## config.mk

```make
export PLATFORM = sky130hd
export DESIGN_NAME = piso_serial_tx
export DESIGN_NICKNAME = d
export VERILOG_FILES = /design/src/rtl/piso_pkg.sv /design/src/rtl/piso_bit_counter.sv /design/src/rtl/piso_serial_tx.sv
export SDC_FILE = /design/constraint.sdc
export NUM_CORES = 1
export LEC_CHECK = 0
export CAP_MARGIN = 20
export CORE_UTILIZATION = 52
export CTS_CLUSTER_DIAMETER = 30
export DETAILED_ROUTE_END_ITERATION = 6
export PLACE_DENSITY = 0.81
export SLEW_MARGIN = 20
export SYNTH_ARGS = -nofsm -noshare
export SYNTH_HDL_FRONTEND = slang
export SYNTH_SLANG_ARGS = --single-unit
```

## constraint.sdc

```tcl
create_clock -name clock -period 4.3 [get_ports clock]
set_input_delay 0.43 -clock clock [delete_from_list [all_inputs] [get_ports clock]]
set_output_delay 0.43 -clock clock [all_outputs]
set_load 0.005 [all_outputs]
```

## src/rtl/piso_pkg.sv

```systemverilog
// Shared types and helpers for the piso_serial_tx slice.
package piso_pkg;

  typedef enum logic {
    IDLE  = 1'b0,
    SHIFT = 1'b1
  } state_t;

  localparam int DEFAULT_WIDTH = 8;

  // Wide enough to hold WIDTH+1 (parity frame) without wrapping.
  function automatic int cnt_width(input int width);
    return $clog2(width + 2);
  endfunction

endpackage

```

## src/rtl/piso_bit_counter.sv

```systemverilog
// Clearable, enable-gated bit counter; terminal flags the frame's final bit.
module piso_bit_counter #(
  parameter int CNT_W = 4,
  parameter int LAST  = 7
) (
  input  logic clock,
  input  logic reset,
  input  logic clear,
  input  logic enable,
  output logic terminal
);

  logic [CNT_W-1:0] count_reg;

  always_ff @(posedge clock or negedge reset) begin
    if (!reset) begin
      count_reg <= '0;
    end else if (clear) begin
      count_reg <= '0;
    end else if (enable) begin
      count_reg <= count_reg + CNT_W'(1);
    end
  end

  assign terminal = (count_reg == CNT_W'(LAST));

endmodule

```

## src/rtl/piso_serial_tx.sv

```systemverilog
// LSB-first parallel-in/serial-out transmitter with valid/ready on both sides.
// Define PISO_PARITY_EN to append an even-parity bit to every frame.
module piso_serial_tx
  import piso_pkg::*;
#(
  parameter int WIDTH = DEFAULT_WIDTH
) (
  input  logic             clock,
  input  logic             reset,
  input  logic             load_valid,
  output logic             load_ready,
  input  logic [WIDTH-1:0] load_data,
  input  logic             ser_ready,
  output logic             ser_valid,
  output logic             ser_out,
  output logic             ser_last,
  output logic             busy
);

  localparam int CNT_W = cnt_width(WIDTH);
`ifdef PISO_PARITY_EN
  localparam int FRAME = WIDTH + 1;
`else
  localparam int FRAME = WIDTH;
`endif

  state_t           state_reg;
  logic             load_ready_reg;
  logic             ser_valid_reg;
  logic [FRAME-1:0] shreg_reg;
  logic [FRAME-1:0] shreg_next;
  logic [FRAME-1:0] load_word;
  logic             load_fire;
  logic             beat;
  logic             last_bit;

`ifdef PISO_PARITY_EN
  // Parity rides in the top shift-register bit so it leaves after the data.
  assign load_word = {^load_data, load_data};
`else
  assign load_word = load_data;
`endif

  genvar gi;
  generate
    for (gi = 0; gi < FRAME - 1; gi++) begin : g_shift
      assign shreg_next[gi] = shreg_reg[gi+1];
    end
  endgenerate
  assign shreg_next[FRAME-1] = 1'b0;

  assign load_fire = load_ready_reg & load_valid;
  assign beat      = ser_valid_reg & ser_ready;

  piso_bit_counter #(
    .CNT_W (CNT_W),
    .LAST  (FRAME - 1)
  ) u_bit_counter (
    .clock    (clock),
    .reset    (reset),
    .clear    (load_fire | (beat & last_bit)),
    .enable   (beat & ~last_bit),
    .terminal (last_bit)
  );

  // The last beat also shifts, leaving shreg all-zero so ser_out idles low.
  always_ff @(posedge clock or negedge reset) begin
    if (!reset) begin
      state_reg      <= IDLE;
      load_ready_reg <= 1'b1;
      ser_valid_reg  <= 1'b0;
      shreg_reg      <= '0;
    end else begin
      case (state_reg)
        IDLE: begin
          if (load_valid) begin
            state_reg      <= SHIFT;
            load_ready_reg <= 1'b0;
            ser_valid_reg  <= 1'b1;
            shreg_reg      <= load_word;
          end
        end
        SHIFT: begin
          if (ser_ready) begin
            shreg_reg <= shreg_next;
            if (last_bit) begin
              state_reg      <= IDLE;
              load_ready_reg <= 1'b1;
              ser_valid_reg  <= 1'b0;
            end
          end
        end
        default: begin
          state_reg      <= IDLE;
          load_ready_reg <= 1'b1;
          ser_valid_reg  <= 1'b0;
        end
      endcase
    end
  end

  assign load_ready = load_ready_reg;
  assign busy       = ~load_ready_reg;
  assign ser_valid  = ser_valid_reg;
  assign ser_out    = shreg_reg[0];
  assign ser_last   = last_bit;

endmodule

```

==> results of run 1 <==
[routing by layer]
| layer | wire [um] | global-route usage | vias to the layer above |
|---|---|---|---|
| li1 | - | - | 309 |
| met1 | 752 | 0.313 | 277 |
| met2 | 660 | 0.305 | 23 |
| met5 | 0 | 0 | - |
| met4 | 5 | 0.100 | 0 |
| met3 | 89 | 0.0326 | 2 |
[Yosys cell counts (all sizes together)]
cell	instances
nor2	2
nand2	4
or3	1
a22oi	3
and3b	1
o21ai	2
buf	4
nand3b	1
a31oi	1
or3b	1
nor2b	7
mux2i	7
dfstp	1
o2bb2ai	2
inv	2
nand3	4
a21oi	9
a211oi	6
or4	1
clkbuf	2
dfrtp	14
xor2	1
ha	1
[worst reg2reg max path: stages (launching register included)]
cell and delay [ps]:
dfrtp_1 420, ha_1 220, and3b_1 240, or4_1 530
a22oi_2 130
[report_power, final]
| group | switching [mW] | internal, mW |
|---|---|---|
| logic | 0.0606 | 0.0965 |
| registers | 0.0496 | 0.193 |
| clock network | 0.0449 | 0.0359 |
[area by class of cell]
cell class | instances | area [um2]
clock buffers | 4 | 26.3
fillers | 115 | 392
inverters | 2 | 7.51
multi-input cells | 54 | 369
flip-flops and latches | 15 | 377
well taps | 15 | 18.8
repair buffers | 16 | 160
[logic make-up (layout without fill, tap and decap cells)]
group / after synthesis / in the layout / synth area share
flip-flops: 15 / 15 / 0.479
adder cells (fa/ha/maj): 1 / 1 / 0.0159
XOR/XNOR: 1 / 1 / 0.0111
AND/OR/NAND/NOR: 22 / 22 / 0.161
buffers and inverters: 8 / 22 / 0.0510
multiplexers: 7 / 7 / 0.0892
AO/OA/AOI/OAI: 23 / 23 / 0.193
[final timing paths]
kind / startpoint / to / slack, ps / cells after the start
min in group asynchronous: reset / shreg_reg[3]$_DFFE_PN0P_ / 550 / 1
max reg2reg: u_bit_counter.count_reg[0]$_DFFE_PN0P_ / u_bit_counter.count_reg[3]$_DFFE_PN0P_ / 2690 / 4
min reg2reg: shreg_reg[7]$_DFFE_PN0P_ / shreg_reg[7]$_DFFE_PN0P_ / 530 / 1
max: u_bit_counter.count_reg[0]$_DFFE_PN0P_ / ser_last / 2200 / 3
max in group asynchronous: reset / ser_valid$_DFFE_PN0P_ / 3340 / 1
min: shreg_reg[7]$_DFFE_PN0P_ / shreg_reg[7]$_DFFE_PN0P_ / 530 / 1
==> results by group, run 1 <==
Finish
  • ANT cells: 0
  • Most frequent cells in the layout: 16 x clkdlybuf4s50_1, 14 x dfrtp_1, 9 x a21oi_1
  • Layout Nets: 105
  • Layout cells sized above 1: 0.0659
  • Cell Count, Final, Fillers Out: 106
  • Area Overhead vs Synth: 22.0%
  • Fin area: 958 um2
  • Max reg flops: 8
  • Fin util: 0.710
  • Commonest non-fill, non-tap cell in the layout: clkdlybuf4s50_1

Route
  • DR vias: 611
  • DRT Wirelength: 1510 um
  • DR iter-0 viols: 11
  • Post-route ant nets: 0
  • DR WL/cell: 14.2 um
  • DRC Markers: 0
  • Vias/cell: 5.76
  • Drt first pass iters: 4

Synthesis
  • Distinct cell type count after synthesis: 26
  • Syn nets: 90
  • Synthesized area: 786 um2
  • Syn_area_per_cell: 10.2 um2
  • Post-synth top area cell: dfrtp_1
  • Post-synth top area share: 0.446
  • Synth warn: 0
  • Seq/Total Area, Yosys: 0.479
  • Ranking of synthesized cells by area: dfrtp_1 45%, mux2i_1 8.9%, a21oi_1 5.7%, a211oi_1 5.7%, nor2b_1 5.6%
  • FF+latch count, synth: 15
  • Mapped Cells: 77

GRT
  • Largest net degree at the start of global routing: 22
  • Initial antenna violation count: 0
  • Grt ovf: 0
  • Global-route wire length before repair: 2260 um
  • GR Util All Layers: 0.215
  • Number of global-route vias before repair: 497

Timing
  • Transition time of the tightest slew-check pin: 743 ps
  • RSZ-0062 raised after global routing: false
  • Final Setup Violations: 0
  • Final Slew Violations: 0
  • Hold_ws: 532 ps
  • Clock Skew: 2.00 ps
  • Period utilization: 0.487
  • Setup TNS: 0 ps
  • Peak Freq: 477 MHz
  • Slack of the critical path: 2200 ps
  • Slew headroom: 0.503
  • Crit path time final: 2100 ps
  • Final Hold Fails: 0

Floorplan
  • Die area: 1670 um2
  • Initial core utilization: 0.582
  • Die height: 40.9 um
  • Die X: 40.9 um
  • IO Count: 17
  • Area of the core: 1350 um2
  • Rows: 13

Worst hold path
  • Worst Hold Class: register to register

Power
  • Power per cell area: 501 nW/um2
  • Design Power: 0.480 mW
  • Max VDD drop: 341 uV
  • Static Leak: 0.424 nW

Placed design
  • GPL Wtd Cong: 0.731
  • Placed inst area: 932 um2
  • IO Port Bufs: 16
  • Inst Count DP: 102
  • DP Worst Slack: 2090 ps
  • DP Wirelength: 960 um

Critical path
  • CP Max Fanout: 6
  • Slowest CP cell: clkdlybuf4s50_1
  • Kind of critical path: register to output pin
  • Startpoint class of the critical path: register
  • WP data required: 3870 ps
  • CP Capture Type: output pin
  • CP max stage delay: 540 ps
  • Arr. time, crit path: 1670 ps
  • Worst path cell trace: ha_1 -> and3b_1 -> clkdlybuf4s50_1
  • Bufs and invs on worst path: 1
  • CP delay by family, top: buffers and inverters

Clock tree
  • H-tree lvl count: 1
  • Post-cts resize count: 0
  • Bufs on Longest Clock Path: 2
  • CTS sink count: 15
  • Post-CTS Setup Repair Bufs: 0
  • CTS tree: done
  • Worst-Skew Late Latency: 280 ps
  • Hold-fix buffer count after cts: 0
  • CTS clk-pin slew, worst paths: 90 ps
  • Clock buffer count from CTS: 3
  • Root buffer cell: clkbuf_4

Run status
  • Status: finished, final reports clean

Job
  • Max-cap viol count: 0
Power figures use the tool's default switching activity.
==> inputs of run 2 (changes only) <==
- CORE_UTILIZATION: 52 -> 48
- PLACE_DENSITY: 0.81 -> 0.75
- clock period: 4.3 -> 2 ns (I/O delays scaled with it)
==> results by group, run 2 (synthesized netlist as in run 1, its figures left out) <==
Finish
  • Commonest non-fill, non-tap cell in the layout: clkdlybuf4s50_1
  • Max reg flops: 8
  • Layout cells sized above 1: 0.0860
  • Most frequent cells in the layout: 16 x clkdlybuf4s50_1, 14 x dfrtp_1, 9 x a21oi_1
  • Area occupied by registers: 377 um2
  • Area Overhead vs Synth: 24.0%
  • ANT cells: 0
  • Fin area: 975 um2
  • Area of the multi-input gates: 369 um2
  • Layout Nets: 107
  • Fill cells: 136

Power
  • Power per cell area: 1050 nW/um2
  • Clock network power share: 0.165
  • Max VDD drop: 812 uV
  • Register share of total power: 0.506
  • Sw Share: 0.318
  • P_sw: 0.326 mW
  • Static Leak: 0.434 nW
  • Gate power share: 0.330
  • Design Power: 1.03 mW
  • Internal Power: 0.699 mW

Clock tree
  • CTS tree: done
  • Bufs on Longest Clock Path: 2
  • Post-CTS Setup Repair Bufs: 0
  • Post-cts resize count: 0
  • CTS clk-pin slew, worst paths: 90 ps
  • Worst-Skew Late Latency: 280 ps
  • Clock buffer count from CTS: 3
  • H-tree lvl count: 1
  • CTS sink count: 15
  • Root buffer cell: clkbuf_4
  • Hold-fix buffer count after cts: 0

Route
  • DRT Wirelength: 1450 um
  • Post-route ant nets: 0
  • DR vias: 621
  • DR iter-0 viols: 17
  • Vias/cell: 5.70
  • Drt first pass iters: 4
  • DR WL/cell: 13.3 um
  • DRC Markers: 0

GRT
  • GR Util All Layers: 0.188
  • Initial antenna violation count: 0
  • Largest net degree at the start of global routing: 21
  • Grt ovf: 0
  • Number of global-route vias before repair: 565
  • Global-route wire length before repair: 2530 um

Timing
  • Transition time of the tightest slew-check pin: 633 ps
  • Peak Freq: 540 MHz
  • Slew headroom: 0.576
  • Period utilization: 0.927
  • Setup TNS: 0 ps
  • Final Setup Violations: 0
  • Clock Skew: 4.14 ps
  • Hold_ws: 309 ps
  • Crit path time final: 1850 ps
  • RSZ-0062 raised after global routing: false
  • Final Hold Fails: 0
  • Final Slew Violations: 0

Placed design
  • IO Port Bufs: 16
  • GPL Wtd Cong: 0.838
  • Placed inst area: 948 um2
  • DP Wirelength: 1030 um

Critical path
  • Kind of critical path: register to output pin
  • Startpoint class of the critical path: register
  • CP Capture Type: output pin
  • Arr. time, crit path: 1650 ps
  • WP data required: 1800 ps
  • CP Max Fanout: 6

Job
  • Max-cap viol count: 0

Run status
  • Status: finished, final reports clean

Floorplan
  • Die X: 42.5 um
  • IO Count: 17
  • Die area: 1800 um2
  • Die height: 42.5 um
  • Initial core utilization: 0.516
  • Rows: 14
  • Area of the core: 1520 um2

Worst hold path
  • Worst Hold Class: input port to async pin
run 2: cell count changes in the layout (fill, tap and decap cells not counted), sizes merged:
| cell | change |
|---|---|
| buf | +2 |
run 2: power groups by stage:
| stage | Combinational [mW] | Sequential (mW) | Clock (mW) |
|---|---|---|---|
| global placement | 0.326 | 0.524 | 0 |
| global route | 0.379 | 0.541 | 0.189 |
| CTS | 0.342 | 0.519 | 0.176 |
| detailed placement | 0.340 | 0.524 | 0 |
| floorplan | 0.210 | 0.493 | 0 |
| finish | 0.338 | 0.518 | 0.169 |
run 2: path summary, 6_finish.rpt:
path                                                        start  slack [ps]                                     end  depth (start not counted)
max                        u_bit_counter.count_reg[0]$_DFFE_PN0P_         150                                ser_last                          3
min                                                         reset         310                shreg_reg[6]$_DFFE_PN0P_                          1
max reg2reg                u_bit_counter.count_reg[0]$_DFFE_PN0P_         390  u_bit_counter.count_reg[3]$_DFFE_PN0P_                          4
min reg2reg                              shreg_reg[7]$_DFFE_PN0P_         520                shreg_reg[7]$_DFFE_PN0P_                          1
max in group asynchronous                                   reset        1280                   ser_valid$_DFFE_PN0P_                          1
min in group clock                                   load_data[5]         510                shreg_reg[5]$_DFFE_PN0P_                          3
run 2: metrics by stage:
step | setup slack (ps) | util | instances
2_1_floorplan | 417 | - | 77
3_3_place_gp | 437 | 0.622 | 105
3_5_place_dp | 395 | 0.622 | 105
4_1_cts | 134 | 0.640 | 109
5_1_grt | 68.4 | 0.640 | 109
6_report | 146 | 0.640 | 109
run 2: final cells by class:
type,instances,share of cell area
Sequential cell,15,0.386
Multi-Input combinational cell,54,0.379
Inverter,2,0.00770
Tap cell,16,0.0205
Timing Repair Buffer,18,0.180
Clock buffer,4,0.0270
run 2: per-layer routing:
metal	wire, um	track usage	vias up
li1	-	-	313
met2	643	0.274	11
met5	0	0	-
met3	48	0.0259	2
met1	744	0.272	295
met4	15	0.0938	0
run 2: worst max-delay path, stage by stage, from the launching register on:
cell	delay, ps
dfrtp_1	390
ha_1	180
and3b_1	270
clkdlybuf4s50_1	540
